File: src/rtl/uart_pkg.sv
// Shared types, limits and config-clamping helpers for the UART TX slice.
// Pure declarations: no logic, no latency, no flow control.
package uart_pkg;

  localparam int         CPB_W_DFLT   = 16;
  localparam logic [3:0] DATA_LEN_MIN = 4'd5;
  localparam logic [3:0] DATA_LEN_MAX = 4'd8;

  typedef struct packed {
    logic       parity_en;
    logic       parity_even;
    logic [3:0] data_len;
    logic [1:0] stop_len;
  } uart_config;

  typedef struct packed {
    logic [CPB_W_DFLT-1:0] tx_clks_per_bit;
    logic [CPB_W_DFLT-1:0] rx_clks_per_bit;
  } uart_config_bdgen;

  typedef enum logic [2:0] {IDLE, START, DATA, PARITY, STOP} uart_tx_state;

  function automatic logic [3:0] clamp_data_len(input logic [3:0] len);
    if (len < DATA_LEN_MIN) return DATA_LEN_MIN;
    if (len > DATA_LEN_MAX) return DATA_LEN_MAX;
    return len;
  endfunction

  function automatic logic [1:0] clamp_stop_len(input logic [1:0] len);
    return (len >= 2'd2) ? 2'd2 : 2'd1;
  endfunction

endpackage

File: src/rtl/uart_baud_tick.sv
// Free-running divider: one-clock pulse on the clock where count reaches N-1.
// Pulse is combinational from the count; disabling clears the count; no backpressure.
module uart_baud_tick #(
  parameter int CPB_W = 16
) (
  input  logic             clk,
  input  logic             rstn,
  input  logic             en,
  input  logic [CPB_W-1:0] clks_per_bit,
  output logic             pls
);

  logic [CPB_W-1:0] cnt;
  logic             wrap;

  // >= rather than == so shrinking clks_per_bit mid-count wraps at once; N of 0 or 1 pulses every clock.
  assign wrap = (clks_per_bit <= CPB_W'(1)) || (cnt >= clks_per_bit - CPB_W'(1));
  assign pls  = en & wrap;

  always_ff @(posedge clk or negedge rstn) begin
    if (!rstn)
      cnt <= '0;
    else if (!en || wrap)
      cnt <= '0;
    else
      cnt <= cnt + CPB_W'(1);
  end

endmodule

File: src/rtl/uart_tx_baud_top.sv
// UART TX: baud ticks plus frame FSM; frames advance only on pls_tx, so each bit lasts N clocks.
// valid is taken only in IDLE or on the final stop tick (no buffering); UART_BDGEN_RX_EN builds the RX tick.
module uart_tx_baud_top
  import uart_pkg::*;
#(
  parameter int CPB_W  = 16,
  parameter int DATA_W = 8
) (
  input  logic              clk,
  input  logic              rstn,
  input  logic [CPB_W-1:0]  tx_clks_per_bit,
  input  logic [CPB_W-1:0]  rx_clks_per_bit,
  input  logic              en_rxcnt,
  input  logic              parity_en,
  input  logic              parity_even,
  input  logic [3:0]        data_len,
  input  logic [1:0]        stop_len,
  input  logic              valid,
  input  logic [DATA_W-1:0] data,
  output logic              uart_txd,
  output logic              tx_busy,
  output logic              empty_tsr,
  output logic              tx_done,
  output logic              pls_tx,
  output logic              pls_rx
);

  uart_tx_state      state, state_nxt;
  uart_config        cfg, cfg_nxt;
  logic [DATA_W-1:0] tsr, tsr_nxt;
  logic [3:0]        bit_cnt, bit_nxt;
  logic              par_bit, par_nxt;
  logic              busy_nxt, empty_nxt;
  logic              load;
  logic [3:0]        ld_len;
  logic              ld_par;

  uart_baud_tick #(.CPB_W(CPB_W)) u_tx_tick (
    .clk          (clk),
    .rstn         (rstn),
    .en           (1'b1),
    .clks_per_bit (tx_clks_per_bit),
    .pls          (pls_tx)
  );

`ifdef UART_BDGEN_RX_EN
  uart_baud_tick #(.CPB_W(CPB_W)) u_rx_tick (
    .clk          (clk),
    .rstn         (rstn),
    .en           (en_rxcnt),
    .clks_per_bit (rx_clks_per_bit),
    .pls          (pls_rx)
  );
`else
  logic rx_unused;
  assign rx_unused = ^{en_rxcnt, rx_clks_per_bit};
  assign pls_rx    = 1'b0;
`endif

  // Parity is resolved at load time over only the bits that will be sent.
  always_comb begin
    ld_len = clamp_data_len(data_len);
    ld_par = ~parity_even;
    for (int i = 0; i < DATA_W; i++) begin
      if (i < int'(ld_len)) ld_par = ld_par ^ data[i];
    end
  end

  always_comb begin
    state_nxt = state;
    cfg_nxt   = cfg;
    tsr_nxt   = tsr;
    bit_nxt   = bit_cnt;
    par_nxt   = par_bit;
    busy_nxt  = tx_busy;
    empty_nxt = empty_tsr;
    tx_done   = 1'b0;
    load      = 1'b0;
    case (state)
      IDLE: if (pls_tx && valid) load = 1'b1;
      START: if (pls_tx) begin
        state_nxt = DATA;
        bit_nxt   = '0;
      end
      DATA: if (pls_tx) begin
        tsr_nxt = tsr >> 1;
        if (bit_cnt == cfg.data_len - 4'd1) begin
          bit_nxt   = '0;
          state_nxt = cfg.parity_en ? PARITY : STOP;
        end else begin
          bit_nxt = bit_cnt + 4'd1;
        end
      end
      PARITY: if (pls_tx) begin
        state_nxt = STOP;
        bit_nxt   = '0;
      end
      STOP: if (pls_tx) begin
        if (bit_cnt == {2'b00, cfg.stop_len} - 4'd1) begin
          tx_done   = 1'b1;
          empty_nxt = 1'b1;
          if (valid) begin
            load = 1'b1;
          end else begin
            state_nxt = IDLE;
            busy_nxt  = 1'b0;
          end
        end else begin
          bit_nxt = bit_cnt + 4'd1;
        end
      end
      default: state_nxt = IDLE;
    endcase
    if (load) begin
      state_nxt            = START;
      tsr_nxt              = data;
      cfg_nxt.parity_en    = parity_en;
      cfg_nxt.parity_even  = parity_even;
      cfg_nxt.data_len     = ld_len;
      cfg_nxt.stop_len     = clamp_stop_len(stop_len);
      par_nxt              = ld_par;
      bit_nxt              = '0;
      busy_nxt             = 1'b1;
      empty_nxt            = 1'b0;
    end
  end

  // Line level decodes straight from state so an async reset forces idle-high immediately.
  always_comb begin
    case (state)
      START:   uart_txd = 1'b0;
      DATA:    uart_txd = tsr[0];
      PARITY:  uart_txd = par_bit;
      default: uart_txd = 1'b1;
    endcase
  end

  always_ff @(posedge clk or negedge rstn) begin
    if (!rstn) begin
      state     <= IDLE;
      cfg       <= '0;
      tsr       <= '0;
      bit_cnt   <= '0;
      par_bit   <= 1'b0;
      tx_busy   <= 1'b0;
      empty_tsr <= 1'b1;
    end else begin
      state     <= state_nxt;
      cfg       <= cfg_nxt;
      tsr       <= tsr_nxt;
      bit_cnt   <= bit_nxt;
      par_bit   <= par_nxt;
      tx_busy   <= busy_nxt;
      empty_tsr <= empty_nxt;
    end
  end

endmodule

File: config.mk
export PLATFORM = sky130hd
export DESIGN_NAME = uart_tx_baud_top
export DESIGN_NICKNAME = d
export VERILOG_FILES = /design/src/rtl/uart_pkg.sv /design/src/rtl/uart_baud_tick.sv /design/src/rtl/uart_tx_baud_top.sv
export SDC_FILE = /design/constraint.sdc
export NUM_CORES = 1
export LEC_CHECK = 0
export CORE_UTILIZATION = 42
export DETAILED_ROUTE_END_ITERATION = 8
export GPL_TIMING_DRIVEN = 0
export PLACE_DENSITY_LB_ADDON = 0.1
export SETUP_SLACK_MARGIN = 0.15
export SLEW_MARGIN = 20
export SYNTH_ARGS = -nofsm -noshare
export SYNTH_HDL_FRONTEND = slang
export SYNTH_SLANG_ARGS = --single-unit
File: constraint.sdc
create_clock -name clk -period 3.9 [get_ports clk]
set_input_delay 0.78 -clock clk [delete_from_list [all_inputs] [get_ports clk]]
set_output_delay 0.78 -clock clk [all_outputs]
set_load 0.1 [all_outputs]
==> flow_summary.json, run 1 <==
{
  "status": "finished, violations left",
  "violations": "design-rule violations, negative setup slack",
  "slew-limit-headroom": 0.3520,
  "timing.fmax_mhz": 237.6,
  "hold_violations": 0,
  "critical_path.top_delay_family": "simple AND/OR/NAND/NOR gates",
  "antenna_found_initial": 0,
  "dp_hpwl_um": 4434,
  "cts_tree": "done",
  "cpPeakStageDelay_ps": 320,
  "ant_nets": 0,
  "min_path_type": "input port to async pin",
  "drc": 4,
  "grt-ovfl-total": 0,
  "cts_buffer_depth": 2,
  "wl_per_cell_um": 13.96,
  "synth_ff_type": "dfrtp_1",
  "grt_pass1_vias": 2301,
  "finalCritPeriodShare": 1.079,
  "crit_arrival_ps": 3430,
  "cap_violations": 0,
  "p_leak_nw": 1.738,
  "yosysSeqAreaShare": 0.3630,
  "setup_viol": 2,
  "start_util": 0.4407,
  "power.density_nw_per_um2": 283.7,
  "grt_usage": 0.1903,
  "ys_types": 53,
  "synth_warnings": 0,
  "grt_first_pass_wirelength_um": 10730,
  "gp_congestion": 0.8033,
  "ys_ff_latch": 41,
  "synthCells": 297,
  "core_um2": 6422,
  "critPathLaunchType": "input port",
  "min_period_ps": 4209,
  "worst_path_most_repeated_cell": "buf_6",
  "synth-async-reset-ratio": 1.000,
  "cp-end-kind": "output pin",
  "drtIter0Drc": 62,
  "fin_ws_ps": -308.6,
  "cts_max_level": 2,
  "path_cells": "buf_8, nor4_4, buf_4, buf_6, buf_6, buf_6, buf_4, buf_4, nand2_2, xor2_1, ha_1, nand2_2, nor3_4, nor4b_4, nand4b_4, buf_6, and2_4, buf_12",
  "yosys.area.top_type": "dfrtp_1",
  "syn_area_um2": 2830,
  "drv_slew": 0,
  "syn_to_final_growth_pct": 35.19,
  "power_mw": 1.085,
  "fillCellCount": 561,
  "yosys-top-cells-count": "dfrtp_1 (40), nor2_1 (33), xnor2_1 (29)",
  "cp.required_ps": 3120,
  "utilization": 0.5958,
  "die_area_um2": 7071,
  "post-synth-top-count-cell": "dfrtp_1",
  "critPathMaxFanout": 4,
  "path_clk_slew_ps": 80,
  "synth-edff-count": 0,
  "ys_top_cells_by_area": "dfrtp_1 (35%), ha_1 (9.7%), xnor2_1 (9.0%), xor2_1 (5.0%), nor2_1 (4.4%)",
  "viasPerCell": 5.254,
  "worst_slew_pin_slew_ps": 969.0,
  "grt_setup_unrepaired": "yes",
  "row_count": 29,
  "clk_latency_ps": 290,
  "fp.dieH_um": 84.09,
  "die_w_um": 84.09,
  "port_buffers": 38,
  "skew_ps": 6.531,
  "drt_first_pass_iters": 6,
  "antenna_cells": 0,
  "avgSynthCellArea_um2": 9.529,
  "path_class": "input port to output pin",
  "critPathBufInv": 9,
  "synth_top_area_frac": 0.3537,
  "root_buffer": "clkbuf_8",
  "cts_inserted_buffers": 5,
  "finalNetCount": 445,
  "wl_um": 6269,
  "ios": 58,
  "ir_drop_mv": 0.1428,
  "drive_gt1_frac": 0.2366,
  "cp_slowest_cell": "ha_1",
  "grt_start_max_net_pins": 32,
  "synthesis.nets": 371,
  "cts.sink_count": 41,
  "vias": 2359
}
[worst register-to-register path, cell delays in order, from the launching register on]
cell	delay, ps
dfrtp_1	410
inv_1	60
ha_1	260
nand2b_1	130
a2111oi_0	700
nor4b_4	100
nand4b_4	250
buf_8	160
buf_4	120
buf_4	160
buf_2	200
a2bb2oi_1	170
[worst paths after layout]
kind / startpoint / endpoint / slack (ps) / cells after the start
worst max-delay path: tx_clks_per_bit[8] / tx_done / -310 / 18
worst min-delay path: rstn / tsr[0]$_DFFE_PN0P_ / 350 / 1
worst max register to register: u_tx_tick.cnt[0]$_DFF_PN0_ / tsr[4]$_DFFE_PN0P_ / 1110 / 11
worst min register to register: u_tx_tick.cnt[0]$_DFF_PN0_ / u_tx_tick.cnt[0]$_DFF_PN0_ / 510 / 1
max in group asynchronous: rstn / empty_tsr$_DFFE_PN1P_ / 3040 / 2
min in group clk: u_tx_tick.cnt[0]$_DFF_PN0_ / u_tx_tick.cnt[0]$_DFF_PN0_ / 510 / 1
[metrics by stage]
stage | hold slack [ps] | setup WS (ps) | std cells | instance area [um2] | TNS [ps]
CTS | 354.7 | -268.0 | 443 | 3747 | -511.5
detailed placement | 497.8 | -1744 | 413 | 3391 | -5418
global route | 354.0 | -419.2 | 449 | 3826 | -807.9
global placement | 480.7 | -1713 | 412 | 3376 | -4508
floorplan | 466.6 | 153.1 | 297 | 2899 | 0
finish | 347.5 | -308.6 | 449 | 3826 | -578.7
[registers in the layout, summed over array words and instances, names as in the netlist]
name	cells
tsr	8
par_bit	1
empty_tsr	1
bit_cnt	4
u_tx_tick.cnt	16
cfg	7
tx_busy	1
state	3
[power breakdown]
part           total, mW  switching (mW)  internal [mW]
registers          0.508          0.0453          0.463
logic              0.266           0.132          0.134
clock network      0.312           0.152          0.160
[what timing repair did]
action,4_1_cts,5_1_grt
endpoints found under the setup margin,6,2
gates resized for setup,78,12
hold buffers,0,0
pin swaps,13,9
setup buffers,22,6
[kinds of logic after synthesis]
group | after synthesis | share of synthesized area
multiplexers | 9 | 0.03935
buffers and inverters | 24 | 0.04421
adder cells (fa/ha/maj) | 22 | 0.09726
XOR/XNOR | 45 | 0.1393
AO/OA/AOI/OAI | 53 | 0.1353
flip-flops | 41 | 0.3630
other | 1 | 0.001325
AND/OR/NAND/NOR | 102 | 0.1804
[per-layer routing]
metal  vias to the layer above  share of wire  track usage
met5                         -              0            0
met4                         0         0.0097      0.04702
met3                         6          0.029      0.02967
met2                        42           0.51       0.3450
met1                      1122           0.45       0.2350
li1                       1189              -            -
[cell usage in the layout, fill, tap and decap left out, types with 2 or more instances in the layout]
cell,netlist,final
a21boi_0,2,2
a21oi_1,12,12
a2bb2oi_1,6,6
and2_4,1,2
and3_1,8,7
buf_12,1,5
buf_2,3,6
buf_4,2,25
buf_6,1,5
buf_8,0,4
clkbuf_8,0,7
clkdlybuf4s15_2,0,4
clkdlybuf4s50_1,0,21
dfrtp_1,40,40
dlygate4sd2_1,0,3
ha_1,22,21
inv_1,16,14
inv_2,0,2
mux2_4,4,4
mux2i_1,4,4
nand2_1,21,18
nand2_2,0,2
nand2b_1,4,4
nand3_1,10,9
nand4_1,2,2
nor2_1,33,32
nor2_2,1,2
nor3_1,11,7
nor3_4,0,3
nor4_1,4,2
nor4_4,0,2
o211ai_1,3,3
o21ai_0,4,4
o21bai_1,2,2
o22ai_1,7,7
o2bb2ai_1,3,3
xnor2_1,29,29
xor2_1,16,16
[area by class of cell]
type | count | area (um2) | area share
clock buffers | 7 | 96.34 | 0.02518
plain buffers | 8 | 82.58 | 0.02158
inverters | 16 | 60.06 | 0.01570
multi-input cells | 232 | 1817 | 0.4748
repair buffers | 67 | 641.9 | 0.1678
well taps | 77 | 96.34 | 0.02518
clock inverters | 1 | 5.005 | 0.001308
flip-flops and latches | 41 | 1027 | 0.2685
(Power assumes the default switching activity.)
==> run 2: changes to the inputs <==
==> constraint.sdc (replaced) <==
create_clock -name clk -period 3.9 [get_ports clk]
set_input_delay 0.585 -clock clk [delete_from_list [all_inputs] [get_ports clk]]
set_output_delay 0.585 -clock clk [all_outputs]
set_load 0.1 [all_outputs]
==> flow_summary.json, run 2 (synthesis results as in run 1) <==
{
  "grt_setup_unrepaired": "yes",
  "ios": 58,
  "grt_most_used_layer": "met2",
  "cts_inserted_buffers": 5,
  "drt_first_pass_iters": 8,
  "min_period_ps": 3896,
  "crit_arrival_ps": 3310,
  "path_cells": "clkdlybuf4s15_2, or4_4, nor3_4, xnor2_2, ha_1, nand4_1, nor3_2, nor4b_4, nand4b_4, buf_6, and2_4, buf_12",
  "hold_violations": 0,
  "drv_slew": 0,
  "status": "finished, violations left",
  "final_common_cell": "dfrtp_1",
  "root_buffer": "clkbuf_8",
  "cts_max_level": 2,
  "cts_buffer_depth": 2,
  "drc": 4,
  "viasPerCell": 5.285,
  "p_leak_nw": 1.707,
  "dp_hpwl_um": 4501,
  "regArea_um2": 1027,
  "wl_um": 6348,
  "fp.dieH_um": 84.09,
  "port_buffers": 38,
  "power_mw": 1.128,
  "cpPeakStageDelay_ps": 540,
  "finalNetCount": 438,
  "grtUsageMet2": 0.2839,
  "row_count": 29,
  "final_area_um2": 3764,
  "cp.required_ps": 3310,
  "vias": 2336,
  "final_cell_mix": "dfrtp_1 (40), nor2_1 (32), xnor2_1 (27)",
  "top_regs": "u_tx_tick.cnt: 16 flops, tsr: 8 flops, cfg: 7 flops",
  "setup-tns-final_ps": 0,
  "met3_usage": 0.03462,
  "core_um2": 6422,
  "gp_congestion": 0.7994,
  "path_class": "input port to output pin",
  "min_path_type": "input port to async pin",
  "place_area_um2": 3334,
  "grt_pass1_vias": 2229,
  "largest_register_ffs": 16,
  "start_util": 0.4407,
  "cts.sink_count": 41,
  "slew-limit-headroom": 0.3557,
  "wl_per_cell_um": 14.36,
  "antenna_found_initial": 0,
  "worst_slew_pin_slew_ps": 963.4,
  "cp_slowest_cell": "or4_4",
  "multiInputGateArea_um2": 1814,
  "path_clk_slew_ps": 80,
  "violations": "design-rule violations",
  "grt_first_pass_wirelength_um": 10500,
  "postCtsHoldBufs": 0,
  "fillCellCount": 551,
  "drtIter0Drc": 68,
  "die_area_um2": 7071,
  "cts_tree": "done",
  "ant_nets": 0,
  "cap_violations": 0,
  "top_register": "u_tx_tick.cnt",
  "ir_drop_mv": 0.2850,
  "drive_gt1_frac": 0.2110,
  "grt-ovfl-total": 0,
  "cp-end-kind": "output pin",
  "critPathBufInv": 3,
  "setup_viol": 0,
  "finalCritPeriodShare": 0.9990,
  "critPathLaunchType": "input port",
  "power.density_nw_per_um2": 299.8,
  "syn_to_final_growth_pct": 32.98,
  "use_met1": 0.2732,
  "timing.fmax_mhz": 256.7,
  "critPathMaxFanout": 5,
  "clk_latency_ps": 300,
  "critical_path.top_delay_family": "simple AND/OR/NAND/NOR gates",
  "skew_ps": 9.278,
  "grt_start_max_net_pins": 23,
  "antenna_cells": 0,
  "die_w_um": 84.09,
  "grt_usage": 0.1883
}
run 2: cell count changes in the layout (fill, tap and decap cells not counted), moves of 2 or more:
cell	delta
buf_4	-5
nand2_2	-2
clkdlybuf4s15_2	-2
xnor2_1	-2
buf_12	-2
xnor2_2	+2
nand2_1	+2
run 2: per-layer routing:
| layer | part of all wire | vias up | wire length, um |
|---|---|---|---|
| met3 | 0.027 | 9 | 173 |
| met5 | 0 | - | 0 |
| met4 | 0.012 | 0 | 74 |
| met1 | 0.52 | 1114 | 3289 |
| met2 | 0.44 | 32 | 2810 |
| li1 | - | 1181 | - |
run 2: worst reg2reg max path: stages, from the launching register on:
cell	delay [ps]
dfrtp_1	400
inv_1	60
ha_1	260
nand2b_1	140
a2111oi_1	650
nor4b_4	110
nand4b_4	230
buf_4	170
and2_4	140
buf_12	140
mux2_4	290
run 2: path summary, 6_finish.rpt:
kind                                                  from                     endpoint  slack [ps]  depth (start not counted)
worst max-delay path                   tx_clks_per_bit[10]                      tx_done           4                         12
worst min-delay path                                  rstn  u_tx_tick.cnt[13]$_DFF_PN0_         240                          1
worst max register to register  u_tx_tick.cnt[0]$_DFF_PN0_           cfg[5]$_DFFE_PN0N_        1200                         10
worst min register to register  u_tx_tick.cnt[0]$_DFF_PN0_   u_tx_tick.cnt[0]$_DFF_PN0_         500                          1
max in group asynchronous                             rstn       bit_cnt[1]$_DFFE_PN0P_        3170                          2
min in group clk                u_tx_tick.cnt[0]$_DFF_PN0_   u_tx_tick.cnt[0]$_DFF_PN0_         500                          1
run 2: timing repair:
action                     in CTS  in global routing
setup buffers                  17                  4
resized for setup              85                 10
pin swaps                      13                 12
setup endpoints to repair      43                  2
run 2: metrics by stage:
stage                     hold slack [ps]    util  instances  worst slack (ps)
after floorplan                     289.4       -        297             194.5
after global placement              485.0  0.5157        412             -1869
after detailed placement            489.9  0.5192        413             -1937
after CTS                           255.2  0.5755        438             149.9
after global routing                278.0  0.5860        442            -128.9
final                               242.6  0.5860        442             3.880
run 2: area by class of cell:
type                            instances  area share
Inverter                               16     0.01596
Clock inverter                          1    0.007979
Sequential cell                        41      0.2729
Multi-Input combinational cell        232      0.4820
Buffer                                  8     0.02094
Timing Repair Buffer                   60      0.1516
Tap cell                               77     0.02560
Clock buffer                            7     0.02294
run 2: power by group:
part / switching, mW / internal, mW / leakage, nW
registers: 0.0444 / 0.463 / 0.537
clock network: 0.146 / 0.209 / 0.0585
logic: 0.136 / 0.130 / 1.11
